===== config.mk =====
export PLATFORM = sky130hd
export DESIGN_NAME = safety_island_timer_array
export DESIGN_NICKNAME = d
export VERILOG_FILES = /design/src/rtl/safety_island_timer_array.sv
export SDC_FILE = /design/constraint.sdc
export NUM_CORES = 1
export LEC_CHECK = 0
export CAP_MARGIN = 10
export CORE_MARGIN = 2
export CORE_UTILIZATION = 49
export DETAILED_ROUTE_END_ITERATION = 7
export PLACE_DENSITY = 0.69
export RECOVER_POWER = 50
export SLEW_MARGIN = 20
export SYNTH_ARGS = -nofsm -noshare
export SYNTH_HDL_FRONTEND = slang
export SYNTH_SLANG_ARGS = --single-unit

===== constraint.sdc =====
create_clock -name clk_i -period 4 [get_ports clk_i]
set_clock_uncertainty 0.2 [all_clocks]
set_input_delay 0.8 -clock clk_i [delete_from_list [all_inputs] [get_ports clk_i]]
set_output_delay 0.8 -clock clk_i [all_outputs]
set_load 0.1 [all_outputs]

===== src/rtl/safety_island_timer_array.sv =====
// Multi-channel prescaled up-counter array with compare/overflow interrupts behind a register port.
// Latency: register writes commit at the request edge; reads and error are combinational.
// Backpressure: none; ready mirrors valid, so every access completes in its own cycle.
module safety_island_timer_array #(
    parameter int unsigned NumTimers = 2,
    parameter int unsigned CntWidth  = 32,
    parameter int unsigned AddrWidth = 12
) (
    input  logic                   clk_i,
    input  logic                   rst_ni,
    input  logic                   halt_i,
    input  logic                   reg_valid_i,
    input  logic                   reg_write_i,
    input  logic [AddrWidth-1:0]   reg_addr_i,
    input  logic [31:0]            reg_wdata_i,
    input  logic [3:0]             reg_wstrb_i,
    output logic                   reg_ready_o,
    output logic [31:0]            reg_rdata_o,
    output logic                   reg_error_o,
    output logic [2*NumTimers-1:0] irq_o
);

    localparam int unsigned          IdxWidth  = AddrWidth - 4;
    localparam logic [AddrWidth-1:0] StartAddr = AddrWidth'(12'hFF0);
    localparam logic [AddrWidth-1:0] IdAddr    = AddrWidth'(12'hFF4);
    localparam logic [CntWidth-1:0]  CntMax    = '1;

    logic [31:0]          wmask;
    logic [IdxWidth-1:0]  chan_idx;
    logic [1:0]           reg_off;
    logic                 aligned, chan_hit, start_hit, id_hit, mapped;
    logic                 wr_en, rd_en;
    logic [NumTimers-1:0] start_set;
    logic [31:0]          chan_rdata [NumTimers];

    assign wmask     = {{8{reg_wstrb_i[3]}}, {8{reg_wstrb_i[2]}},
                        {8{reg_wstrb_i[1]}}, {8{reg_wstrb_i[0]}}};
    assign chan_idx  = reg_addr_i[AddrWidth-1:4];
    assign reg_off   = reg_addr_i[3:2];
    assign aligned   = (reg_addr_i[1:0] == 2'b00);
    assign chan_hit  = aligned && (chan_idx < IdxWidth'(NumTimers));
    assign start_hit = aligned && (reg_addr_i == StartAddr);
    assign id_hit    = aligned && (reg_addr_i == IdAddr);
    assign mapped    = chan_hit | start_hit | id_hit;

    assign reg_ready_o = reg_valid_i;
    assign reg_error_o = reg_valid_i & ~mapped;
    assign wr_en       = reg_valid_i & reg_write_i & mapped;
    assign rd_en       = reg_valid_i & ~reg_write_i & mapped;
    assign start_set   = {NumTimers{wr_en & start_hit}}
                       & reg_wdata_i[NumTimers-1:0] & wmask[NumTimers-1:0];

    for (genvar t = 0; t < NumTimers; t++) begin : g_chan
        logic                en_q, mode_q, cmp_ie_q, ovf_ie_q;
        logic                en_d, mode_d, cmp_ie_d, ovf_ie_d;
        logic [7:0]          presc_q, presc_d, pc_q, pc_d;
        logic [CntWidth-1:0] count_q, count_d, cmp_q, cmp_d;
        logic                cmp_flag_q, cmp_flag_d, ovf_flag_q, ovf_flag_d;
        logic                sel, tick, hit_cmp, hit_ovf;
        logic [1:0]          clr;
        logic [CntWidth-1:0] wdata_c, wmask_c;
        logic [31:0]         ctrl_rd;

        assign sel     = wr_en && chan_hit && (chan_idx == IdxWidth'(t));
        assign tick    = en_q && !halt_i && (pc_q == presc_q);
        assign hit_cmp = tick && (count_q == cmp_q);
        assign hit_ovf = tick && !hit_cmp && (count_q == CntMax);
        assign wdata_c = reg_wdata_i[CntWidth-1:0];
        assign wmask_c = wmask[CntWidth-1:0];
        assign clr     = (sel && reg_off == 2'd3 && reg_wstrb_i[0]) ? reg_wdata_i[1:0] : 2'b00;
        assign ctrl_rd = {16'h0, presc_q, 4'h0, ovf_ie_q, cmp_ie_q, mode_q, en_q};

        always_comb begin
            en_d     = en_q;
            mode_d   = mode_q;
            cmp_ie_d = cmp_ie_q;
            ovf_ie_d = ovf_ie_q;
            presc_d  = presc_q;
            pc_d     = pc_q;
            count_d  = count_q;
            cmp_d    = cmp_q;
            if (en_q && !halt_i) begin
                pc_d = tick ? 8'd0 : pc_q + 8'd1;
            end
            if (tick) begin
                count_d = (hit_cmp || hit_ovf) ? '0 : count_q + CntWidth'(1);
            end
            if (hit_cmp && mode_q) begin
                en_d = 1'b0;
            end
            if (sel && reg_off == 2'd0) begin
                if (reg_wstrb_i[0]) begin
                    // A one-shot match in the same cycle still disables the channel.
                    en_d     = reg_wdata_i[0] & ~(hit_cmp & mode_q);
                    mode_d   = reg_wdata_i[1];
                    cmp_ie_d = reg_wdata_i[2];
                    ovf_ie_d = reg_wdata_i[3];
                end
                if (reg_wstrb_i[1]) begin
                    presc_d = reg_wdata_i[15:8];
                end
            end
            if (sel && reg_off == 2'd1) begin
                count_d = (count_q & ~wmask_c) | (wdata_c & wmask_c);
            end
            if (sel && reg_off == 2'd2) begin
                cmp_d = (cmp_q & ~wmask_c) | (wdata_c & wmask_c);
            end
            if (start_set[t]) begin
                en_d = 1'b1;
                pc_d = 8'd0;
            end
            // Hardware set beats a same-cycle write-1-clear.
            cmp_flag_d = (cmp_flag_q & ~clr[0]) | hit_cmp;
            ovf_flag_d = (ovf_flag_q & ~clr[1]) | hit_ovf;
        end

        always_ff @(posedge clk_i) begin
            if (!rst_ni) begin
                en_q       <= 1'b0;
                mode_q     <= 1'b0;
                cmp_ie_q   <= 1'b0;
                ovf_ie_q   <= 1'b0;
                presc_q    <= 8'd0;
                pc_q       <= 8'd0;
                count_q    <= '0;
                cmp_q      <= '0;
                cmp_flag_q <= 1'b0;
                ovf_flag_q <= 1'b0;
            end else begin
                en_q       <= en_d;
                mode_q     <= mode_d;
                cmp_ie_q   <= cmp_ie_d;
                ovf_ie_q   <= ovf_ie_d;
                presc_q    <= presc_d;
                pc_q       <= pc_d;
                count_q    <= count_d;
                cmp_q      <= cmp_d;
                cmp_flag_q <= cmp_flag_d;
                ovf_flag_q <= ovf_flag_d;
            end
        end

        assign chan_rdata[t] = (reg_off == 2'd0) ? ctrl_rd :
                               (reg_off == 2'd1) ? 32'(count_q) :
                               (reg_off == 2'd2) ? 32'(cmp_q) :
                                                   {30'h0, ovf_flag_q, cmp_flag_q};
        assign irq_o[2*t]   = cmp_flag_q & cmp_ie_q;
        assign irq_o[2*t+1] = ovf_flag_q & ovf_ie_q;
    end

    always_comb begin
        reg_rdata_o = 32'h0;
        if (rd_en) begin
            if (id_hit) begin
                reg_rdata_o = {16'h0, 8'(CntWidth), 8'(NumTimers)};
            end
            for (int i = 0; i < NumTimers; i++) begin
                if (chan_hit && chan_idx == IdxWidth'(i)) begin
                    reg_rdata_o = chan_rdata[i];
                end
            end
        end
    end

endmodule


==> flow_summary.yaml <==
run_status:
  outcome: "finished clean"
critical_path:
  worst_path_most_repeated_cell: "buf_4"
  worstPathCellList: "clkdlybuf4s50_1 -> nor4_4 -> buf_4 -> and3_1 -> nand2_1 -> buf_4 -> o22a_1 -> nor2_2 -> buf_4 -> buf_12"
  startpoint_type: "input pin"
  crit_buf_inv: 5
  endpoint_kind: "primary output"
  crit_path_top_delay_cell: "clkdlybuf4s50_1"
  crit_type: "input pin to primary output"
  cp_data_required_time_ps: 3000
  critPathArrivalTime_ps: 2930
  critical_path_peak_fanout: 8
  cp_slowest_stage_delay_ps: 480
  critical-path-top-delay-family: "buffers and inverters"
drt:
  vias_per_cell: 6.39
  dr.first_iter.drc_count: 1276
  drt.antenna.violating_nets: 0
  post_route_drc_violation_count: 0
  drt-wirelength-per-cell_um: 22.2
  dr.pass1.iters: 5
  drt_wl_total_mm: 37.8
  routed-via-count: 10900
global_route:
  grt_pass1_vias: 10200
  groute.usage.overall: 0.313
  grt_pass1_wl_mm: 58.0
  grt_start_max_net_pins: 67
  final_global_route_overflow_total: 0
  antenna_violations_before_repair: 0
clock_network:
  cts.sinks: 172
  tritoncts: "done"
  cts_root_buffer: "clkbuf_16"
  worst_setup_hold_path_clk_slew_ps: 60
  clock_latency_ps: 440
  cts.path.max_buffers: 2
  post-cts-setup-buffers: 0
  cts_made_buffers: 17
  cts_h_tree_depth: 4
floorplan:
  die_outline_area_mm2: 0.0236
  num_io_pins: 91
  row_count: 54
  initial_utilization: 0.502
  die_height_um: 154
  fp.coreArea_mm2: 0.0219
  fp.dieW_um: 154
timing:
  timing.fmax_ghz: 0.254
  totalNegativeSetupSlack_ps: 0
  final-max-slew-violation-count: 0
  timing.final.crit_period_ps: 3930
  fin_crit_sh: 0.983
  worst_slew_pin_slew_ps: 1160
  grt_setup_unrepaired: "no"
  report.final.setup_viol: 0
  max-slew-margin-rel: 0.232
  report.final.hold_viol_count: 0
  timing.final.ws_setup_ps: 69.2
power_and_ir_drop:
  vdd_drop_max_v: 0.000184
  pwr_density_cell_mw_per_mm2: 275
  static-leakage-power_nw: 4.71
placement:
  placed_cell_area_mm2: 0.0126
  gp_congestion: 0.932
  pre_cts_ws_ps: 17.0
  io_buffers: 90
  dp_hpwl_mm: 27.5
synthesis:
  synth.yosys.seq_area_share: 0.313
  syn_nets: 1432
  synth.cell_area_mm2: 0.0110
  yosys_warnings: 0
  yosys_register_bits: 172
  synthesis.area_per_instance_um2: 7.99
  synth_edf_count: 0
  asyncSetResetFlopFracSynth: 0
  netlist_instances: 1375
  synth_cell_type_count: 56
  synth_flop_cell: "dfxtp_1"
cells_and_area:
  antenna_cells: 0
  post-route-util: 0.602
  nNetsFinal: 1469
  final_cell_mix: "dfxtp_1 (172), nand2_1 (118), a21oi_1 (109), nor2_1 (95), o21ai_0 (94)"
  layout.filler_cells: 1964
  post-route-cell-area_mm2: 0.0132
  mostFrequentLayoutCell: "dfxtp_1"
  area_growth_syn_to_layout_pct: 20.0
  drive_gt1_frac: 0.114
run:
  maxCapViolations: 0
worst_hold_path:
  worst_hold_path_type: "flip-flop to flip-flop"
cell usage after synthesis, types with 15 or more instances:
cell type,n,area share
xor2_1,71,0.057
clkbuf_1,86,0.029
o21ai_0,94,0.043
xnor2_1,81,0.065
nand2_1,118,0.040
a21oi_1,110,0.050
nand4_1,38,0.022
o21a_1,60,0.041
nand3_1,71,0.032
buf_2,26,0.012
o221ai_1,59,0.047
a221oi_1,33,0.026
nor4_1,17,0.0097
nor2_1,102,0.035
nor3_1,31,0.014
mux2i_1,74,0.067
dfxtp_1,172,0.31
a22oi_1,15,0.010
path summary, 6_finish.rpt:
| path | to | slack [ps] | cells after the start | startpoint |
|---|---|---|---|---|
| setup / recovery | reg_rdata_o[4] | 70 | 10 | reg_addr_i[11] |
| hold / removal | flip-flop | 280 | 2 | flip-flop |
| setup reg to reg | flip-flop | 430 | 8 | flip-flop |
| hold reg to reg | flip-flop | 280 | 2 | flip-flop |
repair_timing:
item | in CTS | in global routing
resized for setup | 1 | 11
pin swaps | 0 | 1
setup endpoints to repair | 1 | 11
hold buffers | 0 | 0
area by class of cell:
class / count / area [um^2] / share of cell area
Multi-Input combinational cell: 1066 / 7150 / 0.542
Sequential cell: 172 / 3440 / 0.261
Timing Repair Buffer: 141 / 1630 / 0.123
Clock buffer: 22 / 474 / 0.0360
Tap cell: 280 / 350 / 0.0266
Clock inverter: 6 / 90.1 / 0.00683
Inverter: 14 / 52.6 / 0.00399
per-layer routing:
| metal | part of all wire | vias up | GRT usage |
|---|---|---|---|
| met5 | 0 | - | 0 |
| met1 | 0.42 | 5241 | 0.429 |
| met2 | 0.46 | 461 | 0.493 |
| li1 | - | 5096 | - |
| met3 | 0.087 | 76 | 0.0595 |
| met4 | 0.034 | 0 | 0.113 |
worst register-to-register path, cell delays in order, from the launching register on:
cell      delay (ps)
dfxtp_1          500
ha_1             240
and3_1           270
nand2_2          170
or4_4            560
or4_1            540
o211ai_1         140
clkbuf_2         630
a21oi_1          160
kinds of logic (layout without fill, tap and decap cells):
family / Yosys count / after routing / share of synthesized area
compound gates: 383 / 383 / 0.228
xor+xnor: 152 / 152 / 0.121
fa+ha+maj: 4 / 4 / 0.00456
buf+inv: 137 / 183 / 0.0529
flops: 172 / 172 / 0.313
mux: 79 / 79 / 0.0767
simple gates: 448 / 448 / 0.203
where the power goes:
| group | leakage [nW] | switching (mW) | internal, mW | total, mW |
|---|---|---|---|---|
| clock | 0.274 | 0.706 | 0.957 | 1.66 |
| combinational | 3.05 | 0.171 | 0.0785 | 0.249 |
| sequential | 1.38 | 0.000161 | 1.71 | 1.71 |
stage by stage:
stage / total power, mW / std cells / hold slack (ps)
2_1_floorplan: 1.84 / 1375 / 255
6_report: 3.62 / 1701 / 282
3_3_place_gp: 1.99 / 1673 / 269
4_1_cts: 3.62 / 1701 / 283
5_1_grt: 3.71 / 1701 / 299
3_5_place_dp: 1.99 / 1673 / 274
No activity file was read; power rests on OpenSTA's default activity.
